`config.mk`:
```
export PLATFORM = sky130hd
export DESIGN_NAME = shift_subtractor
export DESIGN_NICKNAME = d
export VERILOG_FILES = /design/src/rtl/shift_subtractor.sv
export SDC_FILE = /design/constraint.sdc
export NUM_CORES = 1
export LEC_CHECK = 0
export ABC_AREA = 1
export ABC_CLOCK_PERIOD_IN_PS = 2000
export BUFFER_PORTS_ARGS = -buffer_cell sky130_fd_sc_hd__buf_2
export CAP_MARGIN = 20
export CORE_MARGIN = 2
export CORE_UTILIZATION = 49
export DETAILED_ROUTE_END_ITERATION = 8
export PLACE_DENSITY = 0.68
export SYNTH_ARGS = -nofsm -noshare
export SYNTH_HDL_FRONTEND = slang
export SYNTH_SLANG_ARGS = --single-unit
```
`constraint.sdc`:
```
create_clock -name clk -period 2 [get_ports clk]
set_input_delay 0 -clock clk [delete_from_list [all_inputs] [get_ports clk]]
set_output_delay 0 -clock clk [all_outputs]
set_load 0.01 [all_outputs]
```
`src/rtl/shift_subtractor.sv`:
```
// -----------------------------------------------------------------------------
// shift_subtractor
//   Fully pipelined restoring shift-subtract divider for unsigned operands.
//   WIDTH register stages each resolve one quotient bit, MSB first, so a new
//   operation can enter on every clock and its result appears WIDTH-1 edges
//   after the edge that sampled it.
//
// Parameters
//   LOG2_WIDTH : log2 of the operand width (WIDTH = 2**LOG2_WIDTH)
//
// Ports
//   clk        : clock, all flops rise-edge triggered
//   rst_n      : asynchronous active-low reset, clears the whole pipeline
//   dividend   : unsigned dividend, sampled every rising edge
//   divisor    : unsigned divisor, sampled every rising edge
//   din_valid  : operands valid this cycle
//   quotient   : unsigned quotient from the final stage
//   remainder  : unsigned remainder from the final stage
//   dout_valid : quotient/remainder valid this cycle
//   div_zero   : result came from a zero divisor
//                (only with SHIFT_SUBTRACTOR_DIV_ZERO_EN defined)
//
// Configuration macro
//   SHIFT_SUBTRACTOR_DIV_ZERO_EN : adds the div_zero port and its pipeline.
// -----------------------------------------------------------------------------
module shift_subtractor #(
  parameter  int LOG2_WIDTH = 2,
  localparam int WIDTH      = 2 ** LOG2_WIDTH
) (
  input  logic             clk,
  input  logic             rst_n,
  input  logic [WIDTH-1:0] dividend,
  input  logic [WIDTH-1:0] divisor,
  input  logic             din_valid,
  output logic [WIDTH-1:0] quotient,
  output logic [WIDTH-1:0] remainder,
  output logic             dout_valid
`ifdef SHIFT_SUBTRACTOR_DIV_ZERO_EN
  ,
  output logic             div_zero
`endif
);

  // Per-stage state. Stage k holds the result of resolving quotient bit
  // WIDTH-1-k. The divisor and dividend only need to travel as far as the
  // last stage that still consumes them, so their arrays stop one short.
  logic [WIDTH-1:0] r_rem [WIDTH];
  logic [WIDTH-1:0] r_quo [WIDTH];
  logic [WIDTH-1:0] r_dvd [WIDTH-1];
  logic [WIDTH-1:0] r_dvs [WIDTH-1];
  logic [WIDTH-1:0] r_valid;

  // Next-state values produced by each stage's combinational slice.
  logic [WIDTH-1:0] w_rem_next [WIDTH];
  logic [WIDTH-1:0] w_quo_next [WIDTH];

  for (genvar k = 0; k < WIDTH; k++) begin : g_stage
    logic [WIDTH-1:0] w_rem_in;
    logic [WIDTH-1:0] w_quo_in;
    logic [WIDTH-1:0] w_dvs_in;
    logic             w_dvd_bit;
    logic [WIDTH:0]   w_partial;
    logic [WIDTH:0]   w_diff;
    logic             w_qbit;

    if (k == 0) begin : g_head
      assign w_rem_in  = '0;
      assign w_quo_in  = '0;
      assign w_dvs_in  = divisor;
      assign w_dvd_bit = dividend[WIDTH-1];
    end else begin : g_body
      assign w_rem_in  = r_rem[k-1];
      assign w_quo_in  = r_quo[k-1];
      assign w_dvs_in  = r_dvs[k-1];
      assign w_dvd_bit = r_dvd[k-1][WIDTH-1-k];
    end

    // The partial remainder is one bit wider than the operands so the
    // subtraction cannot wrap into the data bits; its MSB is then a pure
    // borrow flag, and "no borrow" is exactly partial >= divisor.
    assign w_partial = {w_rem_in, w_dvd_bit};
    assign w_diff    = w_partial - {1'b0, w_dvs_in};
    assign w_qbit    = ~w_diff[WIDTH];

    // A kept remainder is always below the divisor (or, for a zero divisor,
    // a prefix of the dividend), so dropping the top bit loses nothing.
    assign w_rem_next[k] = w_qbit ? w_diff[WIDTH-1:0] : w_partial[WIDTH-1:0];
    assign w_quo_next[k] = w_quo_in | (WIDTH'(w_qbit) << (WIDTH-1-k));
  end

  // NOTE: sequential state uses non-blocking assignments so every stage
  // samples its predecessor's value from before the edge, not after it.
  always_ff @(posedge clk or negedge rst_n) begin
    if (!rst_n) begin
      // NOTE: the data arrays are reset too, not just the valid bits, so
      // outputs read zero during reset and nothing stale survives release.
      for (int k = 0; k < WIDTH; k++) begin
        r_rem[k] <= '0;
        r_quo[k] <= '0;
      end
      for (int k = 0; k < WIDTH-1; k++) begin
        r_dvd[k] <= '0;
        r_dvs[k] <= '0;
      end
      r_valid <= '0;
    end else begin
      for (int k = 0; k < WIDTH; k++) begin
        r_rem[k] <= w_rem_next[k];
        r_quo[k] <= w_quo_next[k];
      end
      r_dvd[0] <= dividend;
      r_dvs[0] <= divisor;
      for (int k = 1; k < WIDTH-1; k++) begin
        r_dvd[k] <= r_dvd[k-1];
        r_dvs[k] <= r_dvs[k-1];
      end
      r_valid <= {r_valid[WIDTH-2:0], din_valid};
    end
  end

  assign quotient   = r_quo[WIDTH-1];
  assign remainder  = r_rem[WIDTH-1];
  assign dout_valid = r_valid[WIDTH-1];

`ifdef SHIFT_SUBTRACTOR_DIV_ZERO_EN
  // Zero-divisor flag travels alongside the valid bit.
  logic [WIDTH-1:0] r_dz;

  always_ff @(posedge clk or negedge rst_n) begin
    if (!rst_n) begin
      r_dz <= '0;
    end else begin
      r_dz <= {r_dz[WIDTH-2:0], (divisor == '0)};
    end
  end

  assign div_zero = r_dz[WIDTH-1];
`endif

endmodule

```
==> summary.md <==
| Metric | Value |
|---|---|
| Cell row count | 23 |
| Number of nets with antenna violations after routing | 0 |
| Diode count | 0 |
| Post-cts sizing count | 0 |
| Number of H-tree levels | 2 |
| Worst-path clk slew | 0.08 ns |
| First-pass GRT wire length | 5402 um |
| Placed cell areas | 2231 sq um |
| Synthesis Warnings | 0 |
| Clk root buf | clkbuf_8 |
| Most common flop cell mapped by yosys | dfrtp_1 |
| Buffers & Inverters on Critical Path | 2 |
| Total grt overflow | 0 |
| Final Cell Area | 2439 sq um |
| DP Worst Slack | 0.3073 ns |
| Area leader, netlist | dfrtp_1 |
| Worst EP required | 2.18 ns |
| Clk buf depth | 2 |
| Vias in the first global route | 1302 |
| Hpwl dp | 2305 um |
| M1 GR Usage | 0.1685 |
| CP max stage cell | fa_1 |
| Placeable Area | 4029 sq um |
| TNS Setup | 0 ns |
| WP data arrival | 1.89 ns |
| Skew-Pair Late Insertion Delay | 0.29 ns |
| Final Max Slew Viols | 0 |
| Max-cap viol count | 0 |
| Area share of the largest cell type after synthesis | 0.5850 |
| Die area | 4724 sq um |
| Most numerous cell in the Yosys netlist | dfrtp_1 |
| FF+latch count, synth | 48 |
| GRT Util Overall | 0.1621 |
| Rel. slew slack | 0.6502 |
| Synth async-reset ratio | 1.000 |
| Layer carrying the most global-route usage | met2 |
| Final setup vio count | 0 |
| Final WS setup | 0.2946 ns |
| Cell Pwr Density | 1046 nW/um^2 |
| Startpoint types | flop |
| Seq/Total Area, Yosys | 0.5850 |
| Fin crit share | 0.8527 |
| P&R area growth vs syn | 18.77% |
| Num CTS Buffers | 5 |
| Syn_nets | 223 |
| Clk sinks | 48 |
| Critical path capture point type | flop |
| Leakage | 1.351 nW |
| Top cell by count, worst path | nand2_1 |
| Vias per inst | 4.682 |
| CP max stage delay | 0.42 ns |
| Starting Density | 0.5096 |
| DRT iter0 DRCs | 36 |
| Initial antenna violation count | 0 |
| Critical-path cell list | inv_1 -> ha_1 -> fa_1 -> inv_1 -> nand2_1 -> nand2_2 -> nand2_2 -> nand2_4 -> nand2_4 -> nand2_1 -> nand2_1 |
| HP Class | in2async |
| Die width | 68.73 um |
| Max Fanout on Critical Path | 5 |
| WL per Instance | 10.87 um |
| Actual slew at the worst max-slew pin | 0.5247 ns |
| Die Y | 68.73 um |
| GPL Wtd Cong | 0.8701 |
| Outcome | complete, no violations |
| RSZ-0062 raised after global routing | no |
| Synth top area cells | dfrtp_1, ha_1, nand2_1, inv_1, nand3_1 |
| Max IR drop VDD | 546.1 uV |
| Largest net degree at the start of global routing | 27 |
| Total vias in the final route | 1325 |
| M3 GR Usage | 0.05032 |
| Fmax | 586.4 MHz |
| Layout Nets | 260 |
| Clock skew | 0.007625 ns |
| I/O Pins | 20 |
| Most frequent cells after synthesis | dfrtp_1, nand2_1, inv_1, nand3_1, ha_1 |
| Type of the worst setup path | reg2reg |
| GR Util met2 | 0.2921 |
| Number of synthesized flops with an enable pin | 0 |
| Final hold viol count | 0 |
| Syn avg cell area | 10.53 sq um |
| PnR Total Power | 0.002551 W |
| Overall routed net length | 3077 um |
| Cells after Synth | 195 |
| DRC viols | 0 |
| Share of layout cells above drive strength 1 | 0.1717 |
| Top cell family by delay on the critical path | adder cells |
| Drt first pass iters | 4 |
| CTS tree | yes |
| Netlist cell types | 18 |
| Final min period | 1.705 ns |
| Post-Synthesis Cell Area | 2053 sq um |
| PortBufs | 19 |
[cells in the final DEF (no fill, tap or decap), drive strengths merged]
cell type,instances
a21oi,6
buf,20
bufinv,1
clkbuf,6
clkinv,1
conb,1
dfrtp,48
dlygate4sd3,10
fa,3
ha,14
inv,37
nand2,46
nand3,25
nand3b,1
nor2,6
o21ai,1
or2,4
xnor2,3
[per-layer routing]
metal  routed length, um  vias up
met5                   0        -
li1                    -      672
met3                 102        9
met2                1696       25
met1                1185      619
met4                  93        0
[sequential cells by signal, indices dropped and copies added (netlist names)]
signal / flops
g_stage.w_dvs_in: 12
g_stage.w_dvd_bit: 3
g_stage.w_quo_in: 6
r_valid: 4
g_stage.w_rem_in: 12
quotient: 4
r_dvd: 3
remainder: 4
[cell families after synthesis]
family / count (synthesis) / synth area share
compound gates: 7 / 0.01706
xor+xnor: 3 / 0.01280
fa+ha+maj: 17 / 0.1146
buf+inv: 37 / 0.06764
flops: 48 / 0.5850
other cells: 1 / 0.001826
simple gates: 82 / 0.2011
[path summary, 6_finish.rpt]
path | to | depth (start not counted) | slack (ns) | from
worst max-delay path | remainder[3] | 11 | 0.29 | g_stage[3].w_dvd_bit
worst min-delay path | g_stage[3].w_rem_in[1] | 2 | 0.21 | rst_n
worst max register to register | remainder[3] | 11 | 0.29 | g_stage[3].w_dvd_bit
worst min register to register | r_valid[2] | 0 | 0.35 | r_valid[1]
max in group asynchronous | g_stage[2].w_rem_in[0] | 3 | 1.28 | rst_n
min in group clk | r_dvd[8] | 2 | 0.34 | dividend[0]
[cell type report]
type | instances | area (sq um)
inverters | 37 | 138.9
repair buffers | 30 | 215.2
flip-flops and latches | 48 | 1201
clock inverters | 2 | 35.03
fillers | 337 | 1590
well taps | 50 | 62.56
clock buffers | 6 | 72.57
multi-input cells | 110 | 713.2
[per-stage QoR]
step | hold WS (ns) | utilization | cells
2_1_floorplan | -0.2956 | - | 195
5_1_grt | 0.2684 | 0.6053 | 283
4_1_cts | 0.2294 | 0.6053 | 283
3_3_place_gp | 0.01397 | 0.5537 | 265
3_5_place_dp | 0.01346 | 0.5537 | 265
6_report | 0.2092 | 0.6053 | 283
[power breakdown]
part | switching, W | total [W] | internal (W)
Combinational | 0.000409 | 0.000713 | 0.000304
Sequential | 0.0000596 | 0.00117 | 0.00111
Clock | 0.000295 | 0.000666 | 0.000371
Total | 0.000763 | 0.00255 | 0.00179
[repair_timing]
action | in CTS | in global routing
endpoints found under the hold margin | 32 | 0
setup buffers | 0 | 0
hold buffers | 10 | 0
(Power assumes the default switching activity.)
